## src/rtl/execute_stage.sv

```systemverilog
// Execute stage: single-cycle ALU / effective address, iterative 64-bit mul/div/rem,
// registered results with a one-cycle execute_valid pulse, held stable across memory stalls.
module execute_stage #(
  parameter int XLEN          = 64,
  parameter int MULDIV_CYCLES = 64
) (
  input  logic            clk,
  input  logic            rst,
  input  logic            decode_valid,
  input  logic [XLEN-1:0] reg_decode_pc,
  input  logic [31:0]     reg_decode_ins,
  input  logic [XLEN-1:0] reg_decode_opa,
  input  logic [XLEN-1:0] reg_decode_opb,
  input  logic [XLEN-1:0] reg_decode_rd2,
  input  logic [4:0]      reg_decode_aluop,
  input  logic            reg_decode_word,
  input  logic [4:0]      reg_decode_rd,
  input  logic            reg_decode_reg_w,
  input  logic            reg_decode_mem_r,
  input  logic            reg_decode_mem_w,
  input  logic            reg_decode_sig,
  input  logic [2:0]      reg_decode_msize,
  input  logic            memory_stall,
  output logic            execute_valid,
  output logic [XLEN-1:0] reg_execute_data_out,
  output logic [XLEN-1:0] reg_execute_rd2,
  output logic [XLEN-1:0] reg_execute_pc,
  output logic [31:0]     reg_execute_ins,
  output logic [4:0]      reg_execute_rd,
  output logic [2:0]      reg_execute_msize,
  output logic            reg_execute_reg_w,
  output logic            reg_execute_mem_r,
  output logic            reg_execute_mem_w,
  output logic            reg_execute_sig,
  output logic            execute_stall,
  output logic [1:0]      o_dbg_state
);
  // Handshake: decode may pulse decode_valid only while execute_stall is low;
  // an instruction is taken exactly when decode_valid is high and execute_stall is low.
  typedef enum logic [1:0] {S_IDLE = 2'd0, S_MUL = 2'd1, S_DIV = 2'd2, S_HOLD = 2'd3} state_t;
  localparam int CW = $clog2(MULDIV_CYCLES + 1);

  state_t r_state, w_next;
  logic [CW-1:0]   r_cnt;
  logic            r_valid;
  logic            w_accept, w_is_md, w_last, w_load_single, w_load_md;
  logic [XLEN-1:0] w_alu, w_ext_a, w_ext_b, w_quo, w_rem, w_md_raw, w_md_res;
  logic [31:0]     w_a32, w_b32, w_r32;
  logic [XLEN-1:0] w_r64;
  logic [XLEN:0]   w_sh, w_diff;
  logic            w_sgn, w_neg_a, w_neg_b;

  // Latched multi-cycle operation context
  logic [4:0]      r_op;
  logic            r_word, r_neg_q, r_neg_r, r_bzero;
  logic [XLEN-1:0] r_acc, r_x, r_y, r_dividend;
  logic [XLEN-1:0] r_l_pc, r_l_rd2;
  logic [31:0]     r_l_ins;
  logic [4:0]      r_l_rd;
  logic [2:0]      r_l_msize;
  logic            r_l_reg_w, r_l_mem_r, r_l_mem_w, r_l_sig;

  assign w_is_md  = (reg_decode_aluop >= 5'd11) && (reg_decode_aluop <= 5'd15);
  assign w_accept = (r_state == S_IDLE) && decode_valid && !memory_stall && !r_valid;
  assign w_last   = (r_cnt == CW'(MULDIV_CYCLES - 1));

  always_ff @(posedge clk or posedge rst) begin
    if (rst) r_state <= S_IDLE;
    else     r_state <= w_next;
  end

  always_comb begin
    w_next = r_state;
    case (r_state)
      S_IDLE:       if (w_accept && w_is_md) w_next = (reg_decode_aluop == 5'd11) ? S_MUL : S_DIV;
      S_MUL, S_DIV: if (w_last) w_next = S_HOLD;
      S_HOLD:       if (!memory_stall) w_next = S_IDLE;
      default:      w_next = S_IDLE;
    endcase
  end

  always_comb begin
    w_load_single = w_accept && !w_is_md;
    w_load_md     = (r_state == S_HOLD) && !memory_stall;
    execute_stall = (r_state != S_IDLE) || memory_stall || r_valid;
    o_dbg_state   = r_state;
  end

  // Single-cycle ALU: word mode works on the low halves and sign-extends the 32-bit result
  always_comb begin
    w_a32 = reg_decode_opa[31:0];
    w_b32 = reg_decode_opb[31:0];
    case (reg_decode_aluop)
      5'd1:    begin w_r32 = w_a32 - w_b32; w_r64 = reg_decode_opa - reg_decode_opb; end
      5'd2:    begin w_r32 = w_a32 & w_b32; w_r64 = reg_decode_opa & reg_decode_opb; end
      5'd3:    begin w_r32 = w_a32 | w_b32; w_r64 = reg_decode_opa | reg_decode_opb; end
      5'd4:    begin w_r32 = w_a32 ^ w_b32; w_r64 = reg_decode_opa ^ reg_decode_opb; end
      5'd5:    begin w_r32 = w_a32 << w_b32[4:0]; w_r64 = reg_decode_opa << reg_decode_opb[5:0]; end
      5'd6:    begin w_r32 = w_a32 >> w_b32[4:0]; w_r64 = reg_decode_opa >> reg_decode_opb[5:0]; end
      5'd7:    begin
        w_r32 = $signed(w_a32) >>> w_b32[4:0];
        w_r64 = $signed(reg_decode_opa) >>> reg_decode_opb[5:0];
      end
      5'd8:    begin
        w_r32 = {31'd0, $signed(w_a32) < $signed(w_b32)};
        w_r64 = {{(XLEN-1){1'b0}}, $signed(reg_decode_opa) < $signed(reg_decode_opb)};
      end
      5'd9:    begin
        w_r32 = {31'd0, w_a32 < w_b32};
        w_r64 = {{(XLEN-1){1'b0}}, reg_decode_opa < reg_decode_opb};
      end
      5'd10:   begin w_r32 = w_b32; w_r64 = reg_decode_opb; end
      default: begin w_r32 = w_a32 + w_b32; w_r64 = reg_decode_opa + reg_decode_opb; end
    endcase
    w_alu = reg_decode_word ? {{(XLEN-32){w_r32[31]}}, w_r32} : w_r64;
  end

  // Operand preparation: signed word ops sign-extend, unsigned word ops zero-extend
  always_comb begin
    w_sgn   = (reg_decode_aluop == 5'd12) || (reg_decode_aluop == 5'd14) || (reg_decode_aluop == 5'd11);
    w_ext_a = reg_decode_opa;
    w_ext_b = reg_decode_opb;
    if (reg_decode_word) begin
      w_ext_a = {{(XLEN-32){w_sgn & reg_decode_opa[31]}}, reg_decode_opa[31:0]};
      w_ext_b = {{(XLEN-32){w_sgn & reg_decode_opb[31]}}, reg_decode_opb[31:0]};
    end
    w_neg_a = w_sgn && (reg_decode_aluop != 5'd11) && w_ext_a[XLEN-1];
    w_neg_b = w_sgn && (reg_decode_aluop != 5'd11) && w_ext_b[XLEN-1];
  end

  // Restoring divide step: r_acc is the partial remainder, r_y shifts dividend out / quotient in
  assign w_sh   = {r_acc, r_y[XLEN-1]};
  assign w_diff = w_sh - {1'b0, r_x};

  always_comb begin
    w_quo    = r_bzero ? {XLEN{1'b1}} : (r_neg_q ? -r_y : r_y);
    w_rem    = r_bzero ? r_dividend : (r_neg_r ? -r_acc : r_acc);
    w_md_raw = (r_op == 5'd11) ? r_acc :
               ((r_op == 5'd12) || (r_op == 5'd13)) ? w_quo : w_rem;
    w_md_res = r_word ? {{(XLEN-32){w_md_raw[31]}}, w_md_raw[31:0]} : w_md_raw;
  end

  always_ff @(posedge clk or posedge rst) begin
    if (rst) begin
      r_cnt <= '0; r_op <= '0; r_word <= 1'b0; r_neg_q <= 1'b0; r_neg_r <= 1'b0; r_bzero <= 1'b0;
      r_acc <= '0; r_x <= '0; r_y <= '0; r_dividend <= '0;
      r_l_pc <= '0; r_l_rd2 <= '0; r_l_ins <= '0; r_l_rd <= '0; r_l_msize <= '0;
      r_l_reg_w <= 1'b0; r_l_mem_r <= 1'b0; r_l_mem_w <= 1'b0; r_l_sig <= 1'b0;
    end else if (w_accept && w_is_md) begin
      r_cnt      <= '0;
      r_op       <= reg_decode_aluop;
      r_word     <= reg_decode_word;
      r_neg_q    <= w_neg_a ^ w_neg_b;
      r_neg_r    <= w_neg_a;
      r_bzero    <= (reg_decode_aluop != 5'd11) && (w_ext_b == '0);
      r_dividend <= w_ext_a;
      r_acc      <= '0;
      r_x        <= (reg_decode_aluop == 5'd11) ? w_ext_a : (w_neg_b ? -w_ext_b : w_ext_b);
      r_y        <= (reg_decode_aluop == 5'd11) ? w_ext_b : (w_neg_a ? -w_ext_a : w_ext_a);
      r_l_pc <= reg_decode_pc; r_l_rd2 <= reg_decode_rd2; r_l_ins <= reg_decode_ins;
      r_l_rd <= reg_decode_rd; r_l_msize <= reg_decode_msize;
      r_l_reg_w <= reg_decode_reg_w; r_l_mem_r <= reg_decode_mem_r;
      r_l_mem_w <= reg_decode_mem_w; r_l_sig <= reg_decode_sig;
    end else if (r_state == S_MUL) begin
      r_cnt <= r_cnt + CW'(1);
      if (r_y[0]) r_acc <= r_acc + r_x;
      r_x <= r_x << 1;
      r_y <= r_y >> 1;
    end else if (r_state == S_DIV) begin
      r_cnt <= r_cnt + CW'(1);
      if (!w_diff[XLEN]) begin
        r_acc <= w_diff[XLEN-1:0];
        r_y   <= {r_y[XLEN-2:0], 1'b1};
      end else begin
        r_acc <= w_sh[XLEN-1:0];
        r_y   <= {r_y[XLEN-2:0], 1'b0};
      end
    end
  end

  always_ff @(posedge clk or posedge rst) begin
    if (rst) begin
      r_valid <= 1'b0;
      reg_execute_data_out <= '0; reg_execute_rd2 <= '0; reg_execute_pc <= '0;
      reg_execute_ins <= '0; reg_execute_rd <= '0; reg_execute_msize <= 3'b011;
      reg_execute_reg_w <= 1'b0; reg_execute_mem_r <= 1'b0;
      reg_execute_mem_w <= 1'b0; reg_execute_sig <= 1'b0;
    end else begin
      r_valid <= w_load_single || w_load_md;
      if (w_load_single) begin
        reg_execute_data_out <= w_alu;
        reg_execute_rd2 <= reg_decode_rd2; reg_execute_pc <= reg_decode_pc;
        reg_execute_ins <= reg_decode_ins; reg_execute_rd <= reg_decode_rd;
        reg_execute_msize <= reg_decode_msize; reg_execute_reg_w <= reg_decode_reg_w;
        reg_execute_mem_r <= reg_decode_mem_r; reg_execute_mem_w <= reg_decode_mem_w;
        reg_execute_sig <= reg_decode_sig;
      end else if (w_load_md) begin
        reg_execute_data_out <= w_md_res;
        reg_execute_rd2 <= r_l_rd2; reg_execute_pc <= r_l_pc;
        reg_execute_ins <= r_l_ins; reg_execute_rd <= r_l_rd;
        reg_execute_msize <= r_l_msize; reg_execute_reg_w <= r_l_reg_w;
        reg_execute_mem_r <= r_l_mem_r; reg_execute_mem_w <= r_l_mem_w;
        reg_execute_sig <= r_l_sig;
      end
    end
  end

  assign execute_valid = r_valid;
endmodule

```

## config.mk

```make
export PLATFORM = sky130hd
export DESIGN_NAME = execute_stage
export DESIGN_NICKNAME = d
export VERILOG_FILES = /design/src/rtl/execute_stage.sv
export SDC_FILE = /design/constraint.sdc
export NUM_CORES = 2
export LEC_CHECK = 0
export BUFFER_PORTS_ARGS = -buffer_cell sky130_fd_sc_hd__buf_2
export CAP_MARGIN = 20
export CORE_UTILIZATION = 55
export DETAILED_ROUTE_END_ITERATION = 6
export HOLD_SLACK_MARGIN = 0.12
export PLACE_DENSITY_LB_ADDON = 0.15
export SETUP_SLACK_MARGIN = 0.1
export SYNTH_ARGS = -nofsm -noshare
export SYNTH_HDL_FRONTEND = slang
export SYNTH_SLANG_ARGS = --single-unit
export TNS_END_PERCENT = 10
```

## constraint.sdc

```tcl
create_clock -name clk -period 28.2 [get_ports clk]
set_clock_uncertainty 0.15 [all_clocks]
set_input_delay 1.41 -clock clk [delete_from_list [all_inputs] [get_ports clk]]
set_output_delay 1.41 -clock clk [all_outputs]
set_load 0.02 [all_outputs]
```

# Yosys cells after proc, flatten, opt, wreduce, memory -nomap -nowiden
# Cells that the tools add are included.
[word_totals]
word_cells = 172
output_inout_bits = 240
register_bits = 683
input_bits = 310
[classes]
add_sub_neg = 11
n_eq_ne = 25
mux = 55
magnitude_cmp = 6
bitwise = 9
shifts = 6
reduce_logical = 29
[ops]
columns = ["operator", "n"]
rows = [
  ["2-to-1 mux 64 bit", 30],
  ["case mux 64 bit (10 select lines)", 1],
  ["case mux 32 bit (10 select lines)", 1],
  ["negator 64 bit", 4],
  ["adder 64 bit", 2],
  ["< comparator 64 bit", 2],
  ["subtractor 65 x 64 -> 65 bit", 1],
  ["AND 64 bit", 1],
  ["logical NOT 64 bit", 1],
  ["< comparator 32 bit", 2],
  ["2-to-1 mux 32 bit", 2],
  ["OR 64 bit", 1],
  ["left shift 64 x 6 -> 64 bit", 1],
  ["right shift 64 x 6 -> 64 bit", 1],
  [">>> shifter 64 x 6 -> 64 bit", 1],
  ["subtractor 64 bit", 1],
  ["XOR 64 bit", 1],
  ["equality test 5 x 4 -> 1 bit (second input constant)", 9],
  ["adder 32 bit", 1],
  ["AND 32 bit", 1],
  ["OR 32 bit", 1],
  ["left shift 32 x 5 -> 32 bit", 1],
  ["right shift 32 x 5 -> 32 bit", 1],
  [">>> shifter 32 x 5 -> 32 bit", 1],
  ["other kinds (32)", 73],
]

# Logic depth before layout (Yosys ltp)
[logic_depth]
depth_word = 9
mapped_depth = 19
ltp_nobuf = 15

# Worst setup path after synthesis
# Ideal clock, no wire load.
[synth_timing]
path_kind = "input to register"
startpoint = "input reg_decode_opb[2]"
endpoint = "register reg_execute_data_out[55]"
setup_ns = 0.132
n_path_buf = 5
setup_slack_ns = 21.758
arrival_time_ns = 6.160
stages = 17
t_required_ns = 27.918
cell_sequence = "inv_2 -> buf_1 -> buf_1 -> clkbuf_1 -> buf_1 -> ha_1 -> clkbuf_1 -> or4_1 -> a211oi_1 -> o211ai_1 -> a311oi_1 -> a41oi_1 -> o41ai_1 -> a21oi_1 -> a221o_1 -> nor3_1 -> o211ai_1"
[synth_between]
elab_chain_cells = 4
elab_cells_between_ends = 14
cone_classes = "4 x add/sub; 6 x shift; 4 x mux"
[synth_rtl]
columns = ["item", "line_no", "text"]
rows = [
  ["start, declared", "13", "input logic [XLEN-1:0] reg_decode_opb,"],
  ["adder 64 bit (tied with other cells)", "113", "default: begin w_r32 = w_a32 + w_b32; w_r64 = reg_decode_opa + reg_decode_opb; end"],
  ["case mux 64 bit (10 select lines) / case mux 32 bit (10 select lines) (equally long branches)", "93", "case (reg_decode_aluop)"],
  ["2-to-1 mux 64 bit (*)", "115", "w_alu = reg_decode_word ? {{(XLEN-32){w_r32[31]}}, w_r32} : w_r64;"],
  ["2-to-1 mux 64 bit (*)", "190", "if (w_load_single) begin"],
  ["end signal, assigned", "191", "reg_execute_data_out <= w_alu;"],
  ["end signal, assigned", "198", "reg_execute_data_out <= w_md_res;"],
  ["end, declared", "25", "output logic [XLEN-1:0] reg_execute_data_out,"],
]
# Mark *: on every way between the ends. The rest lies on a longest branch, timed or not.
# A chain may end at the register's enable or synchronous reset.

# Worst setup path after layout
[layout_timing]
startpoint = "input reg_decode_opb[1]"
endpoint = "register reg_execute_data_out[55]"
# The elaborated chain is that of the path after synthesis.

==> results.cfg <==
[synthesis]
yosysUniqueCellTypes = 99
ys.flop_type = dfrtp_1
netlist_top_cells_count = 1,611 x nand2_1, 928 x nor2_1, 788 x a21oi_1
netlist.area_leader.share_pct = 25.4
synthesis.area_um2 = 67000
syn_nets = 9737
post-synth-top-count-cell = nand2_1
yosysWarnings = 0
ys_seq_area_share_pct = 25.5
syn_inst = 9093
yosys-top-cells-area = dfrtp_1 25%, nand2_1 9.0%, ha_1 6.2%
ys_ff_latch = 683
synth_edf_count = 0
async_flop_share_pct = 100
synth_area_leader_cell = dfrtp_1
syn_avg_cell_area_um2 = 7.37

[global_routing]
grt_usage_pct = 53.0
grt-ovfl-total = 0
antenna_found_initial = 47
grt_max_degree = 133
grt_pass1_wl_um = 483000
grt_pass1_vias = 72534

[sta]
fin_crit_sh_pct = 25.9
setup_slack_ps = 20900
setup_tns_ps = 0
slew_viol_final = 0
setup_violations = 0
period_minus_slack_ps = 7300
hold_viol_final = 0
slew_headroom_pct = 11.9
hold_slack_ps = 311
tightest_slew_ps = 1320
rsz0062_at_grt = false
fmax_mhz = 137

[floorplan]
ioPinCount = 550
die_area_um2 = 123000
core_um2 = 120000
fp-row-count = 127
dieWidth_um = 351
die_h_um = 351
initial_core_util_pct = 55.7

[critical_path]
slowest_delay_ps = 920
cp-end-kind = flip-flop
startpoint_type = input port
cp.buffers_inverters = 3
required_ps = 28630
path_cells = buf_4, inv_2, buf_4, ha_1, o21ba_2, or4_1, a211oi_1, o211ai_1, a311oi_1, a41oi_1, o41ai_1, a21oi_1, a221o_1, nor3_1, o211ai_1
crit_fanout = 49
slowest_stage = a311oi_1
r2r_slack_ps = 22230
crit_family = compound AO/OA/AOI/OAI gates
arrival_ps = 7730
crit_type = input port to flip-flop

[power_and_ir_drop]
seqPwrFrac_pct = 25.9
ir_worst_vdd_v = 0.000213
p_sw_mw = 3.95
comb_power_share_pct = 59.2
finalPower_mw = 7.71
power_leakage_nw = 32.0
clock_power_share_pct = 14.9
switching_share_pct = 51.3
power.internal_mw = 3.76
power_density_nw_per_um2 = 105

[cells_and_area]
fin_area_um2 = 73400
nFillCells = 10409
layout-drive-gt1-share_pct = 12.1
syn2layout_area_growth_pct = 9.61
nNetsFinal = 9807

[route]
drt_iter0_markers = 14149
wl_per_cell_um = 31.4
remaining_drc_errors = 49
vias_per_cell = 7.25
dr_total_vias = 78807
ant_nets = 0
firstDrtPassIters = 7
routed_wl_um = 341000

[status]
violations = design-rule violations
status = complete, but fails checks

[clocking]
post_cts_buffers = 0
clock-sinks = 683
holdBufCountCts = 0
ctsRootBufferMaster = clkbuf_16
clockBufferDepth = 3
numCtsBuffers = 79
clk_pin_slew_ps = 70
cts_resized = 0
insertion_delay_ps = 730
tritoncts = yes
htree_num_levels = 3

[placement]
io_buffers = 549
routabilityCongestion = 1.11
detailed_place.area_um2 = 70400
pre_cts_slack_ps = 20540
hpwl_um = 252000

[min_path]
min_path_type = flip-flop to flip-flop

[flow_run]
maxCapViolations = 0
[registers in the layout, indices dropped and copies added, names as in the netlist, 64 cells and up]
name                  count
r_y                      64
r_x                      64
r_dividend               64
r_l_pc                   64
reg_execute_rd2          64
reg_execute_data_out     64
r_l_rd2                  64
r_acc                    64
reg_execute_pc           64
[logic make-up after synthesis]
family          synth area share [%]
simple gates                    21.3
compound gates                  27.7
buf+inv                         5.88
flops                           25.5
mux                             8.56
xor+xnor                        4.76
fa+ha+maj                       6.28
[area by class of cell]
type,count,area [µm²],share of cell area (%)
clock inverters,28,519,0.707
inverters,309,1170,1.60
clock buffers,116,2330,3.17
well taps,1612,2020,2.75
flip-flops and latches,683,17100,23.3
repair buffers,716,4100,5.58
diodes,26,65.1,0.0886
multi-input cells,7374,46100,62.8
[placed cells by master (no fill, tap or decap), drive strengths merged, types with 29 or more instances in the layout]
cell type,instances
a211oi,116
a21o,86
a21oi,788
a221o,29
a221oi,57
a22o,34
a22oi,66
a31oi,264
and2,42
and3,42
buf,715
clkbuf,117
dfrtp,681
ha,330
inv,308
mux2,53
mux2i,263
mux4,111
nand2,1611
nand2b,64
nand3,126
nand4,54
nor2,929
nor2b,32
nor3,172
nor4,72
o2111ai,40
o211ai,178
o21a,35
o21ai,707
o21bai,49
o221ai,48
o22ai,75
o31ai,89
o41ai,38
or2,31
or3,58
or4,38
xnor2,234
xor2,130
[power by group through the flow]
stage	clock network (mW)	logic [mW]	registers [mW]
2_1_floorplan	0	2.94	1.96
3_3_place_gp	0	4.21	1.93
3_5_place_dp	0	4.32	1.95
4_1_cts	1.14	4.39	1.95
5_1_grt	1.18	4.87	2.02
6_report	1.15	4.57	2.00
[worst reg2reg max path: cells and delay by family, from the launching register on]
family	cells	cell delay, ps
fa+ha+maj	2	720
buf+inv	3	1200
flops	1	570
compound gates	9	2560
simple gates	2	690
[per-layer routing]
| layer | vias to the layer above | part of all wire, % | wire length [µm] | global-route usage (%) |
|---|---|---|---|---|
| met5 | - | 0.089 | 304 | 0 |
| met4 | 44 | 7.8 | 26600 | 33.3 |
| met3 | 1643 | 16 | 54400 | 22.6 |
| met2 | 6942 | 39 | 134000 | 72.5 |
| met1 | 37201 | 37 | 125000 | 68.0 |
| li1 | 32977 | - | - | - |
[final timing paths]
check	to	depth (start not counted)	start
worst max-delay path	reg_execute_data_out[55]	15	reg_decode_opb[1]
worst min-delay path	r_op[3]	1	r_op[3]
worst max register to register	r_acc[14]	16	r_y[63]
worst min register to register	r_op[3]	1	r_op[3]
max in group asynchronous	r_dividend[2]	5	rst
min in group asynchronous	reg_execute_rd2[26]	2	rst
[stage by stage]
| step | instances | utilization, % |
|---|---|---|
| floorplan | 9093 | - |
| global placement | 10689 | 58.5 |
| detailed placement | 10690 | 58.5 |
| CTS | 10834 | 60.9 |
| global route | 10852 | 61.0 |
| finish | 10864 | 61.0 |
Note: power is estimated with default switching activity, not from simulation.
